**config.mk**
```make
export PLATFORM = sky130hd
export DESIGN_NAME = network_rr_mux
export DESIGN_NICKNAME = d
export VERILOG_FILES = /design/src/rtl/network_rr_mux.sv
export SDC_FILE = /design/constraint.sdc
export NUM_CORES = 1
export LEC_CHECK = 0
export ABC_AREA = 1
export CAP_MARGIN = 20
export CORE_MARGIN = 4
export CORE_UTILIZATION = 40
export DETAILED_ROUTE_END_ITERATION = 6
export GPL_ROUTABILITY_DRIVEN = 0
export PLACE_DENSITY = 0.83
export SYNTH_ARGS = -nofsm -noshare
export SYNTH_HDL_FRONTEND = slang
export SYNTH_SLANG_ARGS = --single-unit
```
**constraint.sdc**
```tcl
create_clock -name clk -period 3.3 [get_ports clk]
set_clock_uncertainty 0.15 [all_clocks]
set_input_delay 0.495 -clock clk [delete_from_list [all_inputs] [get_ports clk]]
set_output_delay 0.495 -clock clk [all_outputs]
set_load 0.02 [all_outputs]
```
**src/rtl/network_rr_mux.sv**
```systemverilog
// rtl/network_rr_mux.sv - N-to-1 round-robin merge with registered skid-buffer output stage
// Ready toward producers depends only on s_valid and registered state, never on m_ready.
module network_rr_mux #(
  parameter int IN_WIDTH = 32,
  parameter int ID_WIDTH = 32,
  parameter int N_CH     = 4,
  parameter int SRC_W    = $clog2(N_CH)
) (
  input  logic                       clk,
  input  logic                       rst,
  input  logic [N_CH*ID_WIDTH-1:0]   s_id,
  input  logic [N_CH*IN_WIDTH-1:0]   s_val,
  input  logic [N_CH-1:0]            s_valid,
  output logic [N_CH-1:0]            s_ready,
  output logic [ID_WIDTH-1:0]        m_id,
  output logic [IN_WIDTH-1:0]        m_val,
  output logic [SRC_W-1:0]           m_src,
  output logic                       m_valid,
  input  logic                       m_ready
);

  logic [SRC_W-1:0]    r_last_grant;
  logic [ID_WIDTH-1:0] r_m_id;
  logic [IN_WIDTH-1:0] r_m_val;
  logic [SRC_W-1:0]    r_m_src;
  logic                r_m_valid;
  logic [ID_WIDTH-1:0] r_skid_id;
  logic [IN_WIDTH-1:0] r_skid_val;
  logic [SRC_W-1:0]    r_skid_src;
  logic                r_skid_full;

  logic                w_grant_vld;
  logic [SRC_W-1:0]    w_grant;
  logic [SRC_W-1:0]    w_cand;
  logic [ID_WIDTH-1:0] w_sel_id;
  logic [IN_WIDTH-1:0] w_sel_val;
  logic                w_acc;
  logic                w_pop;

  // Search starts one past the last granted channel and wraps, so the winner rotates.
  always_comb begin
    w_grant_vld = 1'b0;
    w_grant     = '0;
    w_cand      = '0;
    for (int i = 1; i <= N_CH; i++) begin
      w_cand = SRC_W'((int'(r_last_grant) + i) % N_CH);
      if (!w_grant_vld && s_valid[w_cand]) begin
        w_grant_vld = 1'b1;
        w_grant     = w_cand;
      end
    end
  end

  always_comb begin
    s_ready = '0;
    if (w_grant_vld && !r_skid_full && !rst) begin
      s_ready[w_grant] = 1'b1;
    end
  end

  always_comb begin
    w_sel_id  = '0;
    w_sel_val = '0;
    for (int k = 0; k < N_CH; k++) begin
      if (w_grant == SRC_W'(k)) begin
        w_sel_id  = s_id[k*ID_WIDTH +: ID_WIDTH];
        w_sel_val = s_val[k*IN_WIDTH +: IN_WIDTH];
      end
    end
  end

  assign w_acc = |s_ready;
  assign w_pop = r_m_valid & m_ready;

  always_ff @(posedge clk) begin
    if (rst) begin
      r_last_grant <= SRC_W'(N_CH - 1);
      r_m_id       <= '0;
      r_m_val      <= '0;
      r_m_src      <= '0;
      r_m_valid    <= 1'b0;
      r_skid_id    <= '0;
      r_skid_val   <= '0;
      r_skid_src   <= '0;
      r_skid_full  <= 1'b0;
    end else begin
      if (w_acc) begin
        r_last_grant <= w_grant;
      end
      if (r_skid_full) begin
        // s_ready is all zero here, so only the skid-to-main move can happen.
        if (w_pop) begin
          r_m_id      <= r_skid_id;
          r_m_val     <= r_skid_val;
          r_m_src     <= r_skid_src;
          r_skid_full <= 1'b0;
        end
      end else if (w_acc) begin
        if (!r_m_valid || w_pop) begin
          r_m_id    <= w_sel_id;
          r_m_val   <= w_sel_val;
          r_m_src   <= w_grant;
          r_m_valid <= 1'b1;
        end else begin
          r_skid_id   <= w_sel_id;
          r_skid_val  <= w_sel_val;
          r_skid_src  <= w_grant;
          r_skid_full <= 1'b1;
        end
      end else if (w_pop) begin
        r_m_valid <= 1'b0;
      end
    end
  end

  assign m_id    = r_m_id;
  assign m_val   = r_m_val;
  assign m_src   = r_m_src;
  assign m_valid = r_m_valid;

endmodule

```
=== After elaboration in Yosys (flattened, before gate mapping) ===
Index checks and enable logic that the tools add are counted.
W data, S select, Z words.

* Register bits: 136
* Bits in latches: 0
* Memory bits (writable): 0
* ROM bits: 0
* Bits of input ports: 263
* Word-level logic and storage cells: 94
* Memories: 0

* $add $sub $neg: 4
* $mul: 0
* Div/mod/pow operators: 0
* Order comparisons: 6
* Equal/unequal tests: 5
* Shift operators: 0
* Mux-type cells: 46
* Bitwise logic cells: 3
* Reductions and logical operators: 21

{| class="wikitable"
|+ Operators with widths
! operator !! count
|-
| $mux W32 || 16
|-
| $mux W1 || 16
|-
| $mux W2 || 8
|-
| $lt A2 B3 Y1 const B || 5
|-
| $reduce_and A3 Y1 || 3
|-
| $bmux W1 S2 || 4
|-
| $logic_and A1 B1 Y1 || 6
|-
| $logic_not A1 Y1 || 6
|-
| $reduce_bool A2 Y1 || 3
|-
| $add A2 B1 Y2 const B || 2
|-
| $add A2 B2 Y2 const B || 2
|-
| $eq A2 B2 Y1 const B || 2
|-
| $mux W4 || 1
|-
| $ne A2 B1 Y1 const B || 2
|-
| $reduce_or A4 Y1 || 1
|-
| $demux W1 S2 || 1
|-
| $eq A2 B1 Y1 const B || 1
|-
| $ge A2 B1 Y1 const B || 1
|-
| $logic_not A2 Y1 || 1
|-
| $not A1 Y1 || 2
|-
| $and A1 B1 Y1 || 1
|-
| $logic_or A1 B1 Y1 || 1
|}

=== Depth between registers and ports, before layout ===
* Depth in word-level cells: 21
* Depth in mapped cells: 16
* Gate-level depth less buffers: 14

=== Worst setup path before layout ===
OpenSTA, ideal clock, no wires.

* Path kind: input -> output
* From: input s_valid[2]
* To: output s_ready[0]
* Data arrival time: 1.878 ns
* Data required time: 2.655 ns
* Setup slack: 0.777 ns
* Stages: 11
* Cell sequence: nand2_1 nand2_1 nand2_1 nand2_1 nand2_1 nand2_1 inv_1 nand2_1 buf_4 buf_2 nor3_1

* Word-level cells in the longest chain between the ends: 17
* Elaborated cells between the ends (all ways): 30
* Classes of those cells: order compare (2); mux (19); reduce/logical (9)

{| class="wikitable"
|+ RTL lines
! element !! line !! source
|-
| start: declaration || 13 || <nowiki>input logic [N_CH-1:0] s_valid,</nowiki>
|-
| $bmux W1 S2 || 47 || <nowiki>if (!w_grant_vld && s_valid[w_cand]) begin</nowiki>
|-
| $mux W1 (implied by the code) || 47 ||
|-
| $mux W1 || 47 ||
|-
| $logic_not A1 Y1 || 47 ||
|-
| $logic_and A1 B1 Y1 || 47 ||
|-
| $mux W1 || 47 ||
|-
| $logic_not A1 Y1 || 47 ||
|-
| $logic_and A1 B1 Y1 || 47 ||
|-
| $mux W1 || 47 ||
|-
| $logic_not A1 Y1 || 47 ||
|-
| $logic_and A1 B1 Y1 || 47 ||
|-
| $mux W2 || 47 ||
|-
| $lt A2 B3 Y1 (implied by the code) / $ge A2 B1 Y1 (equally long branches) || 57 || <nowiki>s_ready[w_grant] = 1'b1;</nowiki>
|-
| $logic_and A1 B1 Y1 (implied by the code) || 57 ||
|-
| $mux W1 (implied by the code) || 57 ||
|-
| $demux W1 S2 || 57 ||
|-
| $mux W4 (*) || 56 || <nowiki>if (w_grant_vld && !r_skid_full && !rst) begin</nowiki>
|-
| end: declaration || 14 || <nowiki>output logic [N_CH-1:0] s_ready,</nowiki>
|}

Every way passes the cells marked *; elsewhere a longest branch is shown, timed or not. The select of a mux whose other input is x is not followed.

=== Worst setup path after layout ===
* From: register r_last_grant[1]
* To: output s_ready[0]

* Word-level cells in the longest chain between the ends: 18
* Elaborated cells between the ends (all ways): 34
* Classes of those cells: add/sub (4); order compare (2); mux (19); reduce/logical (9)

{| class="wikitable"
|+ RTL lines
! element !! line !! source
|-
| start: declaration || 22 || <nowiki>logic [SRC_W-1:0] r_last_grant;</nowiki>
|-
| start signal: assignment || 77 || <nowiki>r_last_grant <= SRC_W'(N_CH - 1);</nowiki>
|-
| start signal: assignment || 88 || <nowiki>r_last_grant <= w_grant;</nowiki>
|-
| $add A2 B1 Y2 || 46 || <nowiki>w_cand = SRC_W'((int'(r_last_grant) + i) % N_CH);</nowiki>
|-
| $bmux W1 S2 || 47 ||
|-
| $mux W1 (implied by the code) || 47 ||
|-
| $mux W1 || 47 ||
|-
| $logic_not A1 Y1 || 47 ||
|-
| $logic_and A1 B1 Y1 || 47 ||
|-
| $mux W1 || 47 ||
|-
| $logic_not A1 Y1 || 47 ||
|-
| [... 2 more ...] || -- ||
|-
| $logic_not A1 Y1 || 47 ||
|-
| $logic_and A1 B1 Y1 || 47 ||
|-
| $mux W2 || 47 ||
|-
| $lt A2 B3 Y1 (implied by the code) / $ge A2 B1 Y1 (equally long branches) || 57 ||
|-
| $logic_and A1 B1 Y1 (implied by the code) || 57 ||
|-
| $mux W1 (implied by the code) || 57 ||
|-
| $demux W1 S2 || 57 ||
|-
| $mux W4 (*) || 56 ||
|}

Marked as above.

==> impl_metrics.tcl <==
set metrics [dict create \
    status "complete, no violations" \
    first_pass_iters 5 \
    antenna_found_initial 1 \
    synth_area_leader_cell "dfxtp_1" \
    yosysMostFrequentCell "nand2_1" \
    vias 9073 \
    min_from "r_skid_id[18]" \
    ys_top_cells_by_count "313 x nand2_1, 197 x nand3_1, 136 x dfxtp_1" \
    hold_depth 2 \
    synth_ff_type "dfxtp_1" \
    relSlewSlack_pct 46.6 \
    multi_input_area_um2 4070 \
    die_h_um 144 \
    netSwitchingPower_w 0.00688 \
    cts_root_buf "clkbuf_16" \
    drt_iter0_markers 582 \
    synthTopCellsByArea "dfxtp_1 37%, nand2_1 16%, nand3_1 13%, a21oi_1 8.9%, o21ai_0 8.9%" \
    port_buffers 333 \
    rows 49 \
    netlist.area_leader.share_pct 36.9 \
    vias_per_cell 5.55 \
    fin_crit_sh_pct 94.2 \
    rsz0062_at_grt "no" \
    core_um2 18100 \
    post-cts-setup-buffers 0 \
    die_area_um2 20700 \
    final_nets 1656 \
    syn2layout_area_growth_pct 54.0 \
    syn_area_um2 7390 \
    final_hold_viol_count 0 \
    p_comb_share_pct 65.1 \
    synthArstFlopShare_pct 0 \
    ios 334 \
    arrival_ns 2.46 \
    fillers 1602 \
    grt_pass1_vias 8480 \
    layout-drive-gt1-share_pct 5.76 \
    pwr-share-seq_pct 20.8 \
    synth_edf_count 0 \
    routedWlPerCell_um 16.5 \
    hold_end "r_skid_id[18]" \
    ant_nets 0 \
    r2r-start "r_last_grant[1]" \
    dp.final_hpwl_um 18600 \
    min-delay-path-class "reg2reg" \
    cts_buffers 17 \
    yosysUniqueCellTypes 24 \
    grt_max_degree 135 \
    syn_inst 1120 \
    critPathRequiredTime_ns 2.65 \
    ff_latch_area_um2 2730 \
    drc 0 \
    regToRegEndpoint "m_id[26]" \
    seq_area_frac_synth_pct 36.9 \
    p_clk_share_pct 14.1 \
    internal_power_w 0.00666 \
    ys_ff_latch 136 \
    worst_pin_slew_ns 0.801 \
    p_leak_nw 4.45 \
    max_freq_ghz 0.322 \
    endpoint_kind "output port" \
    cap_violations 0 \
    antennaDiodeCount 0 \
    finalMaxSlewViolations 0 \
    syn_nets 1383 \
    peakVddDrop_mv 0.739 \
    fin_cells 1635 \
    r2r_setup_slack_ns 0.53 \
    insertion_delay_ns 0.42 \
    fin_crit_ns 3.11 \
    grt_use_total_pct 24.8 \
    grt_first_pass_wirelength_um 41300 \
    cts_sinks 136 \
    p_per_area_nw_per_um2 1190 \
    cp-start-kind "flip-flop" \
    syn_area_per_cell_um2 6.59 \
    dp.cells 1603 \
    path_max_fanout 6 \
    htree_num_levels 4 \
    path_clk_slew_ns 0.06 \
    worst_r2r_path_depth 13 \
    die_x_um 144 \
    wl_um 27100 \
    power.share.switching_pct 50.8 \
    worstSetupPathType "reg2out" \
    ctsLongestPathBuffers 2 \
    start_util_pct 40.8 \
    cts_tree "done" \
    setup_viol 0 \
    yosysWarnings 0 \
    overflow 0 \
    final_util_pct 62.9 \
]
## routing by layer
metal | vias up | global-route usage (%) | routed length, um | part of all wire, %
met3 | 51 | 6.82 | 2470 | 9.1
met2 | 405 | 44.0 | 13500 | 50
met1 | 4203 | 28.0 | 10400 | 38
met5 | - | 0 | 0 | 0
met4 | 0 | 9.86 | 753 | 2.8
li1 | 4414 | - | - | -
## repair_timing
item	CTS	global route
hold endpoints to repair	0	0
endpoints found under the setup margin	4	1
cloned	0	0
gates resized for setup	4	1
hold buffers	0	0
## worst max-delay path: stages (launching register included)
cell and delay, ns:
dfxtp_1 0.47, inv_2 0.11, nand2_1 0.07, nand2_1 0.09
nand2_1 0.11, nand2_2 0.08, nor2_2 0.15, nand3_2 0.13
inv_1 0.12, nor2_4 0.07, nor3_1 0.24, dlygate4sd2_1 0.41
## registers in the layout, summed over array words and instances, names as in the netlist
name          flops
m_id             32
m_valid           1
r_last_grant      2
m_src             2
m_val            32
r_skid_src        2
r_skid_id        32
r_skid_full       1
r_skid_val       32
## power by group through the flow
stage | Sequential [W] | Clock [W] | Combinational [W]
after floorplan | 0.00317 | 0 | 0.00571
after global placement | 0.00279 | 0 | 0.00864
after CTS | 0.00281 | 0.00192 | 0.00884
after global routing | 0.00290 | 0.00201 | 0.00975
after detailed placement | 0.00282 | 0 | 0.00881
final | 0.00282 | 0.00190 | 0.00882
## worst max path at each step
stage | depth (start not counted) | from | endpoint
final | 11 | r_last_grant[1] | s_ready[0]
after global routing | 13 | r_last_grant[0] | s_ready[1]
after CTS | 11 | r_last_grant[1] | s_ready[2]
after detailed placement | 12 | s_valid[2] | s_ready[1]
after global placement | 12 | s_valid[2] | s_ready[1]
after floorplan | 11 | s_valid[2] | s_ready[0]
## metrics by stage
step / area, um2 / hold WS, ns / setup WS (ns) / TNS [ns] / power, W
5_1_grt: 11400 / 0.337 / 0.0214 / 0 / 0.0147
6_report: 11400 / 0.317 / 0.191 / 0 / 0.0135
2_1_floorplan: 7390 / 0.295 / 0.777 / 0 / 0.00889
3_5_place_dp: 10800 / 0.310 / -0.0587 / -0.128 / 0.0116
3_3_place_gp: 10800 / 0.304 / 0.0420 / 0 / 0.0114
4_1_cts: 11400 / 0.320 / 0.0924 / 0 / 0.0136
## cells in the final DEF (no fill, tap or decap), types with 2 or more instances in the layout
cell and count:
clkbuf_16 17, buf_12 8, dfxtp_1 134, bufinv_16 2
nor2_1 6, nand3_1 197, clkinvlp_4 3, nand2_2 6
dfxtp_2 2, o21ai_1 4, nor2_4 3, inv_2 5
clkinv_2 3, clkinv_4 4, inv_1 9, o21ai_0 131
nand2_1 312, buf_4 19, clkbuf_8 2, clkdlybuf4s50_1 329
dlygate4sd2_1 3, inv_6 2, a21oi_1 132, nand4_1 65
## logic make-up after synthesis
group                  share of synthesized area (%)
and+or+nand+nor                                 36.9
AOI/OAI and AO/OA                               18.1
buffers and inverters                           8.17
DFF                                             36.9
## area by class of cell
| type | count | share of cell area, % |
|---|---|---|
| multi-input combinational | 863 | 35.8 |
| timing repair buffer | 360 | 32.0 |
| sequential | 136 | 24.0 |
| clock buffer | 19 | 3.98 |
| tap | 229 | 2.52 |
| clock inverter | 13 | 1.28 |
| inverter | 15 | 0.506 |
No activity file was read; power rests on OpenSTA's default activity.
